[config.mk]
export PLATFORM = sky130hd
export DESIGN_NAME = ip_uart_rx_inst
export DESIGN_NICKNAME = d
export VERILOG_FILES = /design/src/rtl/ip_uart_rx_inst.sv
export SDC_FILE = /design/constraint.sdc
export NUM_CORES = 1
export LEC_CHECK = 0
export CAP_MARGIN = 20
export CORE_ASPECT_RATIO = 1.4
export CORE_MARGIN = 2
export CORE_UTILIZATION = 50
export CTS_CLUSTER_DIAMETER = 30
export CTS_CLUSTER_SIZE = 12
export DETAILED_ROUTE_END_ITERATION = 16
export GPL_ROUTABILITY_DRIVEN = 0
export PLACE_DENSITY = 0.68
export SYNTH_ARGS = -nofsm -noshare
export SYNTH_HDL_FRONTEND = slang
export SYNTH_SLANG_ARGS = --single-unit
[constraint.sdc]
create_clock -name clk -period 2.9 [get_ports clk]
set_input_delay 0.87 -clock clk [delete_from_list [all_inputs] [get_ports clk]]
set_output_delay 0.87 -clock clk [all_outputs]
set_load 0.01 [all_outputs]
[src/rtl/ip_uart_rx_inst.sv]
// Z80 I/O-mapped UART receiver.
// Deserialises 8N1 frames from uart_rx into an 8-entry receive FIFO.
// The data port (io_address+0) pops received bytes and the status/control
// port (io_address+1) reports and clears receiver state and flushes the FIFO.
module ip_uart_rx_inst #(
    parameter int unsigned clk_freq   = 86400000,
    parameter int unsigned uart_freq  = 115200,
    parameter logic [7:0]  io_address = 8'h10
) (
    input  logic       clk,
    input  logic       reset_n,
    input  logic       iorq_n,
    input  logic       rd_n,
    input  logic       wr_n,
    input  logic [7:0] a,
    input  logic [7:0] d,
    output logic [7:0] q,
    output logic       q_en,
    input  logic       uart_rx
);

    localparam int unsigned BIT_CLKS  = clk_freq / uart_freq;
    localparam int unsigned HALF_CLKS = BIT_CLKS >> 1;
    localparam int          CW        = $clog2(BIT_CLKS + 1);
    localparam logic [CW-1:0] BIT_LOAD  = CW'(BIT_CLKS);
    localparam logic [CW-1:0] HALF_LOAD = CW'(HALF_CLKS);
    localparam logic [7:0]  DATA_ADDR = {io_address[7:1], 1'b0};
    localparam logic [7:0]  STAT_ADDR = {io_address[7:1], 1'b1};

    typedef enum logic [2:0] {
        ST_IDLE      = 3'd0,
        ST_START     = 3'd1,
        ST_DATA      = 3'd2,
        ST_STOP      = 3'd3,
        ST_WAIT_HIGH = 3'd4
    } rx_state_t;

    // Line synchroniser and edge detection
    logic          rx_meta_r, rx_sync_r, rx_prev_r;
    logic          fall_s;

    // Receiver FSM and datapath
    rx_state_t     state_r, state_nx_s;
    logic [CW-1:0] baud_cnt_r;
    logic [2:0]    bit_idx_r;
    logic [7:0]    shift_r;
    logic          expire_s;
    logic          load_half_s, load_full_s, shift_s, clr_idx_s;
    logic          rx_push_s, set_ovr_s, set_ferr_s, busy_s;

    // FIFO
    logic [7:0]    mem_r [8];
    logic [2:0]    wr_ptr_r, rd_ptr_r;
    logic [3:0]    count_r;
    logic          empty_s, full_s, pop_s, do_push_s, do_pop_s;

    // Bus side
    logic          data_rd_s, stat_rd_s, stat_wr_s;
    logic          rd_data_r, rd_data_d_r, rd_hit_r;
    logic          wr_r, wr_d_r, wr_act_s;
    logic [7:0]    wr_data_r;
    logic          flush_s, clr_ovr_s, clr_ferr_s;
    logic          ovr_r, ferr_r;
    logic [7:0]    status_s;

    assign fall_s   = rx_prev_r & ~rx_sync_r;
    assign expire_s = (baud_cnt_r == CW'(1));
    assign empty_s  = (count_r == 4'd0);
    assign full_s   = (count_r == 4'd8);

    assign data_rd_s = ~iorq_n & ~rd_n & (a == DATA_ADDR);
    assign stat_rd_s = ~iorq_n & ~rd_n & (a == STAT_ADDR);
    assign stat_wr_s = ~iorq_n & ~wr_n & (a == STAT_ADDR);

    // Pop only once the read has ended, and only if the read showed a real byte
    assign pop_s      = rd_data_d_r & ~rd_data_r & rd_hit_r;
    assign wr_act_s   = wr_r & ~wr_d_r;
    assign flush_s    = wr_act_s & wr_data_r[7];
    assign clr_ovr_s  = wr_act_s & wr_data_r[2];
    assign clr_ferr_s = wr_act_s & wr_data_r[3];
    assign do_push_s  = rx_push_s & ~flush_s;
    assign do_pop_s   = pop_s & ~empty_s & ~flush_s;

    assign status_s = {3'b000, busy_s, ferr_r, ovr_r, full_s, ~empty_s};

    // Two-flop synchroniser plus a delayed copy for falling-edge detection
    always_ff @(posedge clk or negedge reset_n) begin
        if (!reset_n) begin
            rx_meta_r <= 1'b1;
            rx_sync_r <= 1'b1;
            rx_prev_r <= 1'b1;
        end else begin
            rx_meta_r <= uart_rx;
            rx_sync_r <= rx_meta_r;
            rx_prev_r <= rx_sync_r;
        end
    end

    // Receiver FSM state register
    always_ff @(posedge clk or negedge reset_n) begin
        if (!reset_n) begin
            state_r <= ST_IDLE;
        end else begin
            state_r <= state_nx_s;
        end
    end

    // Receiver FSM next-state logic
    always_comb begin
        state_nx_s = state_r;
        case (state_r)
            ST_IDLE: begin
                if (fall_s) state_nx_s = ST_START;
                else        state_nx_s = ST_IDLE;
            end
            ST_START: begin
                if (expire_s) state_nx_s = rx_sync_r ? ST_IDLE : ST_DATA;
                else          state_nx_s = ST_START;
            end
            ST_DATA: begin
                if (expire_s && (bit_idx_r == 3'd7)) state_nx_s = ST_STOP;
                else                                 state_nx_s = ST_DATA;
            end
            ST_STOP: begin
                if (expire_s) state_nx_s = rx_sync_r ? ST_IDLE : ST_WAIT_HIGH;
                else          state_nx_s = ST_STOP;
            end
            ST_WAIT_HIGH: begin
                if (rx_sync_r) state_nx_s = ST_IDLE;
                else           state_nx_s = ST_WAIT_HIGH;
            end
            default: state_nx_s = ST_IDLE;
        endcase
    end

    // Receiver FSM control outputs
    always_comb begin
        load_half_s = 1'b0;
        load_full_s = 1'b0;
        shift_s     = 1'b0;
        clr_idx_s   = 1'b0;
        rx_push_s   = 1'b0;
        set_ovr_s   = 1'b0;
        set_ferr_s  = 1'b0;
        busy_s      = (state_r != ST_IDLE);
        case (state_r)
            ST_IDLE: begin
                load_half_s = fall_s;
            end
            ST_START: begin
                if (expire_s && !rx_sync_r) begin
                    load_full_s = 1'b1;
                    clr_idx_s   = 1'b1;
                end else begin
                    load_full_s = 1'b0;
                end
            end
            ST_DATA: begin
                if (expire_s) begin
                    shift_s     = 1'b1;
                    load_full_s = 1'b1;
                end else begin
                    shift_s     = 1'b0;
                end
            end
            ST_STOP: begin
                if (expire_s) begin
                    if (rx_sync_r) begin
                        // A pop in the same clock frees the slot for this byte
                        if (!full_s || pop_s) rx_push_s = 1'b1;
                        else                  set_ovr_s = 1'b1;
                    end else begin
                        set_ferr_s = 1'b1;
                    end
                end else begin
                    rx_push_s = 1'b0;
                end
            end
            ST_WAIT_HIGH: begin
                rx_push_s = 1'b0;
            end
            default: begin
                rx_push_s = 1'b0;
            end
        endcase
    end

    // Baud counter, bit index and LSB-first shift register
    always_ff @(posedge clk or negedge reset_n) begin
        if (!reset_n) begin
            baud_cnt_r <= '0;
            bit_idx_r  <= 3'd0;
            shift_r    <= 8'h00;
        end else begin
            if (load_half_s)             baud_cnt_r <= HALF_LOAD;
            else if (load_full_s)        baud_cnt_r <= BIT_LOAD;
            else if (baud_cnt_r != '0)   baud_cnt_r <= baud_cnt_r - CW'(1);
            else                         baud_cnt_r <= baud_cnt_r;

            if (clr_idx_s)    bit_idx_r <= 3'd0;
            else if (shift_s) bit_idx_r <= bit_idx_r + 3'd1;
            else              bit_idx_r <= bit_idx_r;

            if (shift_s) shift_r <= {rx_sync_r, shift_r[7:1]};
            else         shift_r <= shift_r;
        end
    end

    // FIFO storage
    always_ff @(posedge clk or negedge reset_n) begin
        if (!reset_n) begin
            for (int i = 0; i < 8; i++) mem_r[i] <= 8'h00;
        end else if (do_push_s) begin
            mem_r[wr_ptr_r] <= shift_r;
        end
    end

    // FIFO pointers and occupancy; flush overrides push and pop
    always_ff @(posedge clk or negedge reset_n) begin
        if (!reset_n) begin
            wr_ptr_r <= 3'd0;
            rd_ptr_r <= 3'd0;
            count_r  <= 4'd0;
        end else if (flush_s) begin
            wr_ptr_r <= 3'd0;
            rd_ptr_r <= 3'd0;
            count_r  <= 4'd0;
        end else begin
            if (do_push_s) wr_ptr_r <= wr_ptr_r + 3'd1;
            if (do_pop_s)  rd_ptr_r <= rd_ptr_r + 3'd1;
            case ({do_push_s, do_pop_s})
                2'b10:   count_r <= count_r + 4'd1;
                2'b01:   count_r <= count_r - 4'd1;
                default: count_r <= count_r;
            endcase
        end
    end

    // Sticky error flags; a new error outranks a clear in the same clock
    always_ff @(posedge clk or negedge reset_n) begin
        if (!reset_n) begin
            ovr_r  <= 1'b0;
            ferr_r <= 1'b0;
        end else begin
            if (set_ovr_s)      ovr_r <= 1'b1;
            else if (clr_ovr_s) ovr_r <= 1'b0;
            else                ovr_r <= ovr_r;

            if (set_ferr_s)      ferr_r <= 1'b1;
            else if (clr_ferr_s) ferr_r <= 1'b0;
            else                 ferr_r <= ferr_r;
        end
    end

    // Registered read mux and read-end tracking for the deferred pop
    always_ff @(posedge clk or negedge reset_n) begin
        if (!reset_n) begin
            q           <= 8'h00;
            q_en        <= 1'b0;
            rd_data_r   <= 1'b0;
            rd_data_d_r <= 1'b0;
            rd_hit_r    <= 1'b0;
        end else begin
            q_en        <= data_rd_s | stat_rd_s;
            rd_data_r   <= data_rd_s;
            rd_data_d_r <= rd_data_r;
            if (data_rd_s) begin
                q        <= empty_s ? 8'hFF : mem_r[rd_ptr_r];
                rd_hit_r <= ~empty_s;
            end else if (stat_rd_s) begin
                q        <= status_s;
                rd_hit_r <= rd_hit_r;
            end else begin
                q        <= 8'h00;
                rd_hit_r <= rd_hit_r;
            end
        end
    end

    // Status-port write capture; acts once per write cycle
    always_ff @(posedge clk or negedge reset_n) begin
        if (!reset_n) begin
            wr_r      <= 1'b0;
            wr_d_r    <= 1'b0;
            wr_data_r <= 8'h00;
        end else begin
            wr_r   <= stat_wr_s;
            wr_d_r <= wr_r;
            if (stat_wr_s) wr_data_r <= d;
            else           wr_data_r <= wr_data_r;
        end
    end

endmodule

## After elaboration in Yosys (flattened, before gate mapping)

Cells that the tools add are included.
W data, S select, Z words.

| storage, ports and cells | value |
|---|---|
| register bits | 125 |
| bits in latches | 0 |
| RAM bits | 0 |
| ROM bits | 0 |
| input bits | 22 |
| memories kept | 0 |

| cells by class | value |
|---|---|
| add/sub/neg operators | 6 |
| $mul | 0 |
| divide/modulo/power cells | 0 |
| magnitude comparators | 3 |
| equality and inequality tests | 11 |
| shift-type cells | 0 |
| multiplexer cells | 48 |
| bitwise operators | 26 |
| reductions and logical operators | 17 |

Operators by type and width:

| operator | count |
|---|---|
| $bwmux W64 | 1 |
| $mux W8 | 5 |
| $mux W10 | 3 |
| $bmux W8 S3 | 1 |
| $demux W8 S3 | 1 |
| $mux W3 | 8 |
| $mux W1 | 22 |
| $eq A8 B5 Y1 const B | 2 |
| $and A1 B1 Y1 | 15 |
| $pmux W3 S5 | 1 |
| $eq A10 B1 Y1 const B | 1 |
| $reduce_bool A10 Y1 | 1 |
| $reduce_bool A2 Y1 | 5 |
| $sub A10 B1 Y10 const B | 1 |
| $add A3 B1 Y3 const B | 3 |
| $reduce_bool A3 Y1 | 3 |
| $ge A4 B4 Y1 const B | 2 |
| $not A1 Y1 | 8 |
| $not A3 Y4 | 2 |
| $pmux W4 S2 | 1 |
| $eq A3 B2 Y1 const B | 2 |
| $eq A3 B3 Y1 const B | 2 |
| $mux W5 | 1 |
| $add A4 B1 Y4 const B | 1 |
| 15 further kinds | 19 |

## Depth between registers and ports, before layout

| depth | value |
|---|---|
| depth after elaboration | 12 |
| depth in mapped cells | 11 |

## Least setup slack after synthesis

Ideal clock, no wire load.

| timing path | value |
|---|---|
| path kind | register to register |
| start | register baud_cnt_r[3] |
| end | register count_r[3] |
| setup time | 88 ps |
| data arrival time | 2600 ps |
| data required time | 2812 ps |
| slack | 212 ps |
| cell stages (with the launch flop) | 11 |
| period minus slack after synthesis | 2688 ps |
| path through | dfrtp_1 nor4_2 and4_2 clkbuf_1 nor2_1 ha_1 nand3_1 a32oi_1 and3_1 o41ai_1 nor3b_1 |

| between the ends | value |
|---|---|
| word-level cells in the longest chain between the ends | 7 |
| elaborated cells between the ends (all ways) | 9 |

RTL lines:

| what | line | RTL |
|---|---|---|
| from (decl) | 44 | `logic [CW-1:0] baud_cnt_r;` |
| from (signal assigned) | 197 | `else if (baud_cnt_r != '0) baud_cnt_r <= baud_cnt_r - CW'(1);` |
| from (signal assigned) | 198 | `else baud_cnt_r <= baud_cnt_r;` |
| $eq A10 B1 Y1 (*) | 67 | `assign expire_s = (baud_cnt_r == CW'(1));` |
| $mux W1 (*) | 167 | `if (expire_s) begin` |
| $mux W1 (*) | 146 | `case (state_r)` |
| $and A1 B1 Y1 (*) | 81 | `assign do_push_s = rx_push_s & ~flush_s;` |
| $eq A2 B1 Y1 / $eq A2 B2 Y1 (equally long branches) | 231 | `case ({do_push_s, do_pop_s})` |
| $pmux W4 S2 | 231 |  |
| $mux W4 | 224 | `end else if (flush_s) begin` |
| to (signal assigned) | 232 | `2'b10: count_r <= count_r + 4'd1;` |
| to (signal assigned) | 233 | `2'b01: count_r <= count_r - 4'd1;` |
| to (signal assigned) | 234 | `default: count_r <= count_r;` |
| to (decl) | 54 | `logic [3:0] count_r;` |

Mark *: on every way between the ends. The rest lies on a longest branch, timed or not.
A chain may end at the register's enable or synchronous reset.

## Final worst setup path

| timing path | value |
|---|---|
| start | register count_r[1] |
| end | register count_r[3] |

| between the ends | value |
|---|---|
| word-level cells in the longest chain between the ends | 11 |
| elaborated cells between the ends (all ways) | 19 |

RTL lines:

| what | line | RTL |
|---|---|---|
| $eq A4 B4 Y1 | 69 | `assign full_s = (count_r == 4'd8);` |
| $logic_not A1 Y1 | 170 | `if (!full_s \|\| pop_s) rx_push_s = 1'b1;` |
| $logic_or A1 B1 Y1 | 170 |  |
| $mux W1 | 170 |  |
| $mux W1 | 168 | `if (rx_sync_r) begin` |
| $mux W1 | 167 |  |
| $mux W1 | 146 |  |
| $and A1 B1 Y1 | 81 |  |
| $eq A2 B1 Y1 / $eq A2 B2 Y1 (equally long branches) | 231 |  |
| $pmux W4 S2 | 231 |  |
| $mux W4 | 224 |  |

Parallel ways exist; a longest one is shown, timed or not.

==> flow_summary.json <==
{
  "synthesis.area_um2": 5738,
  "ys.warnings.count": 0,
  "end_kind": "register",
  "ctsHoldBuffers": 0,
  "min_path_type": "register to register",
  "grt_overflow": 0,
  "leakage_nw": 3.182,
  "critPathTopFamily": "simple AND/OR/NAND/NOR gates",
  "post_cts_resized": 0,
  "wl_met1_um": 5097,
  "dieArea_um2": 12360,
  "worstPathArrival_ns": 2.98,
  "vdd_drop_max_mv": 0.4804,
  "place_ws_ns": 0.2720,
  "core_area_um2": 11280,
  "crit_fanout": 10,
  "postLayoutCoreUtil_pct": 61.31,
  "clock-skew-final_ns": 0.007862,
  "post-route-worst-setup-slack_ns": 0.2432,
  "critPathCapture": "count_r[3]$_DFFE_PN0P_",
  "cts_max_level": 4,
  "clk_pin_slew_worst_paths_ns": 0.06,
  "crit_chain": "or4_1, nand3_1, nor2_1, ha_1, nand3_1, a32oi_1, and3_1, o41ai_1, nor3b_1",
  "die_width_um": 94.54,
  "critPathKind": "register to register",
  "p_total_mw": 4.620,
  "synth_ff_type": "dfrtp_1",
  "slew_violations": 0,
  "pin_count": 31,
  "yosysUniqueCellTypes": 63,
  "drt_iter0_drc": 249,
  "firstDrtPassIters": 4,
  "min_delay_path_depth": 0,
  "nets": 514,
  "synth_seq_area_share_pct": 52.40,
  "status": "finished, final reports clean",
  "rsz0062_at_grt": "false",
  "layout-drive-gt1-share_pct": 31.85,
  "synth_commonest_cells": "dfrtp_1, mux2_2, nand2_1",
  "dp_hpwl_um": 7766,
  "p_clk_share_pct": 54.1,
  "slowest_delay_ns": 0.54,
  "highest_layer": "met4",
  "num_vias": 3716,
  "fmax_mhz": 376.4,
  "tightest_slew_ns": 0.8617,
  "cts_tree": "done",
  "async_flop_share_pct": 100.0,
  "final_antenna_net_count": 0,
  "critPathLaunchType": "register",
  "ctsLongestPathBuffers": 2,
  "seqPwrFrac_pct": 39.5,
  "grt_max_degree": 121,
  "period_share_pct": 91.61,
  "p_per_area_nw_per_um2": 668.0,
  "synth_area_leaders": "dfrtp_1, mux2_2, mux4_2, nand2_1, ha_1",
  "reg2regPathDepth": 9,
  "met3_wirelength_um": 473,
  "power_switching_share_pct": 20.99,
  "final_cell_area_um2": 6917,
  "drv_cap": 0,
  "required_ns": 3.23,
  "start_util_pct": 50.87,
  "numCtsBuffers": 17,
  "synthToLayoutAreaGrowth_pct": 20.54,
  "num_antenna_cells": 0,
  "ff2ff_setup_slack_ns": 0.24,
  "wl_per_cell_um": 18.88,
  "cp_slowest_cell": "or4_1",
  "syn_area_per_cell_um2": 12.81,
  "yosysTopAreaCell": "dfrtp_1",
  "switchingPower_mw": 0.9695,
  "path_depth": 9,
  "r2r-end": "count_r[3]$_DFFE_PN0P_",
  "yosysMostFrequentCell": "dfrtp_1",
  "via_per_inst": 5.806,
  "setup-violations-final": 0,
  "postCtsSetupBuffers": 0,
  "cp.buffers_inverters": 0,
  "syn_nets": 479,
  "setup_tns_ns": 0,
  "fin_crit_ns": 2.657,
  "worstReg2RegStart": "count_r[1]$_DFFE_PN0P_",
  "synth_top_area_share_pct": 51.02,
  "cts.sinks": 120,
  "io_buffers": 25,
  "comb_power_share_pct": 6.4,
  "post_dp_cell_area_um2": 6207,
  "relSlewSlack_pct": 42.56,
  "antenna_found_initial": 0,
  "met2WireLength_um": 6279,
  "syn-instance-count": 448,
  "wl_um": 12090,
  "internal_power_mw": 3.650,
  "track_usage_pct": 21.18,
  "hold_viol_final": 0,
  "clock-root-buffer": "clkbuf_16",
  "grt_pass1_wl_um": 19710,
  "synth-seq-cells": 120,
  "synth_edf_count": 0,
  "clock_latency_ns": 0.41,
  "grt_pass1_vias": 3869,
  "cpMostUsedCell": "nand3_1",
  "placementRows": 46,
  "cp-startpoint": "count_r[1]$_DFFE_PN0P_",
  "die_height_um": 130.8,
  "drc": 0
}
cell type report:
type / count / area (um^2)
fill: 905 / 4364
clock inverter: 6 / 180.2
sequential: 120 / 3007
inverter: 10 / 37.54
multi-input combinational: 291 / 2587
tap: 144 / 180.2
timing repair buffer: 43 / 395.4
clock buffer: 26 / 529.3
cells in the final DEF (no fill, tap or decap), types with 10 or more instances in the layout:
cell type and count:
a21oi_1 11, buf_4 18, clkbuf_16 17, clkdlybuf4s50_1 24, dfrtp_1 117, inv_1 10, mux2_2 71, mux2i_1 10
mux4_2 16, nand2_1 35, nand3_1 13, nor2_1 22, o21ai_0 11
sequential cells by signal (all words and copies together), names as in the netlist, 3 cells and up:
signal and count:
rd_ptr_r 3, bit_idx_r 3, wr_ptr_r 3, q 8, wr_data_r 3, shift_r 8, baud_cnt_r 10, mem_r 64
count_r 4, state_r 3
worst reg2reg max path: cells and delay by family (launching register included):
kind / cells / cell delay (ns)
AOI/OAI and AO/OA: 2 / 0.35
adders and majority gates: 1 / 0.38
DFF: 1 / 0.49
and+or+nand+nor: 6 / 1.36
stage by stage:
stage | std cells | hold slack, ns
after global placement | 608 | 0.3469
after detailed placement | 608 | 0.3478
after global routing | 640 | 0.3619
after CTS | 640 | 0.3573
final | 640 | 0.3527
after floorplan | 448 | 0.3452
metal layers:
layer	vias up	GRT usage, %
met5	-	0
met2	101	36.81
met4	0	8.269
met3	16	4.759
met1	1891	25.68
li1	1708	-
worst min-delay path by stage:
| stage | from | endpoint | slack [ns] |
|---|---|---|---|
| after floorplan | rx_meta_r$_DFF_PN1_ | rx_sync_r$_DFF_PN1_ | 0.35 |
| after global placement | rx_meta_r$_DFF_PN1_ | rx_sync_r$_DFF_PN1_ | 0.35 |
| after detailed placement | rx_meta_r$_DFF_PN1_ | rx_sync_r$_DFF_PN1_ | 0.35 |
| after CTS | rx_meta_r$_DFF_PN1_ | rx_sync_r$_DFF_PN1_ | 0.36 |
| after global routing | rx_meta_r$_DFF_PN1_ | rx_sync_r$_DFF_PN1_ | 0.36 |
| final | rx_meta_r$_DFF_PN1_ | rx_sync_r$_DFF_PN1_ | 0.35 |
power groups by stage:
| stage | registers (mW) | logic, mW | clock network [mW] |
|---|---|---|---|
| finish | 1.82 | 0.298 | 2.50 |
| global route | 1.83 | 0.340 | 2.62 |
| CTS | 1.82 | 0.300 | 2.52 |
| detailed placement | 1.85 | 0.298 | 0 |
| global placement | 1.85 | 0.281 | 0 |
| floorplan | 1.83 | 0.188 | 0 |
cell families (layout without fill, tap and decap cells):
| kind of cell | Yosys count | count (layout) | share of synthesized area [%] |
|---|---|---|---|
| adders and majority gates | 9 | 9 | 1.963 |
| AOI/OAI and AO/OA | 44 | 44 | 5.190 |
| muxes | 98 | 98 | 22.15 |
| and+or+nand+nor | 127 | 127 | 13.80 |
| DFF | 120 | 120 | 52.40 |
| xor gates and xnor gates | 13 | 13 | 1.984 |
| buffers and inverters | 37 | 85 | 2.508 |
(Power assumes the default switching activity.)
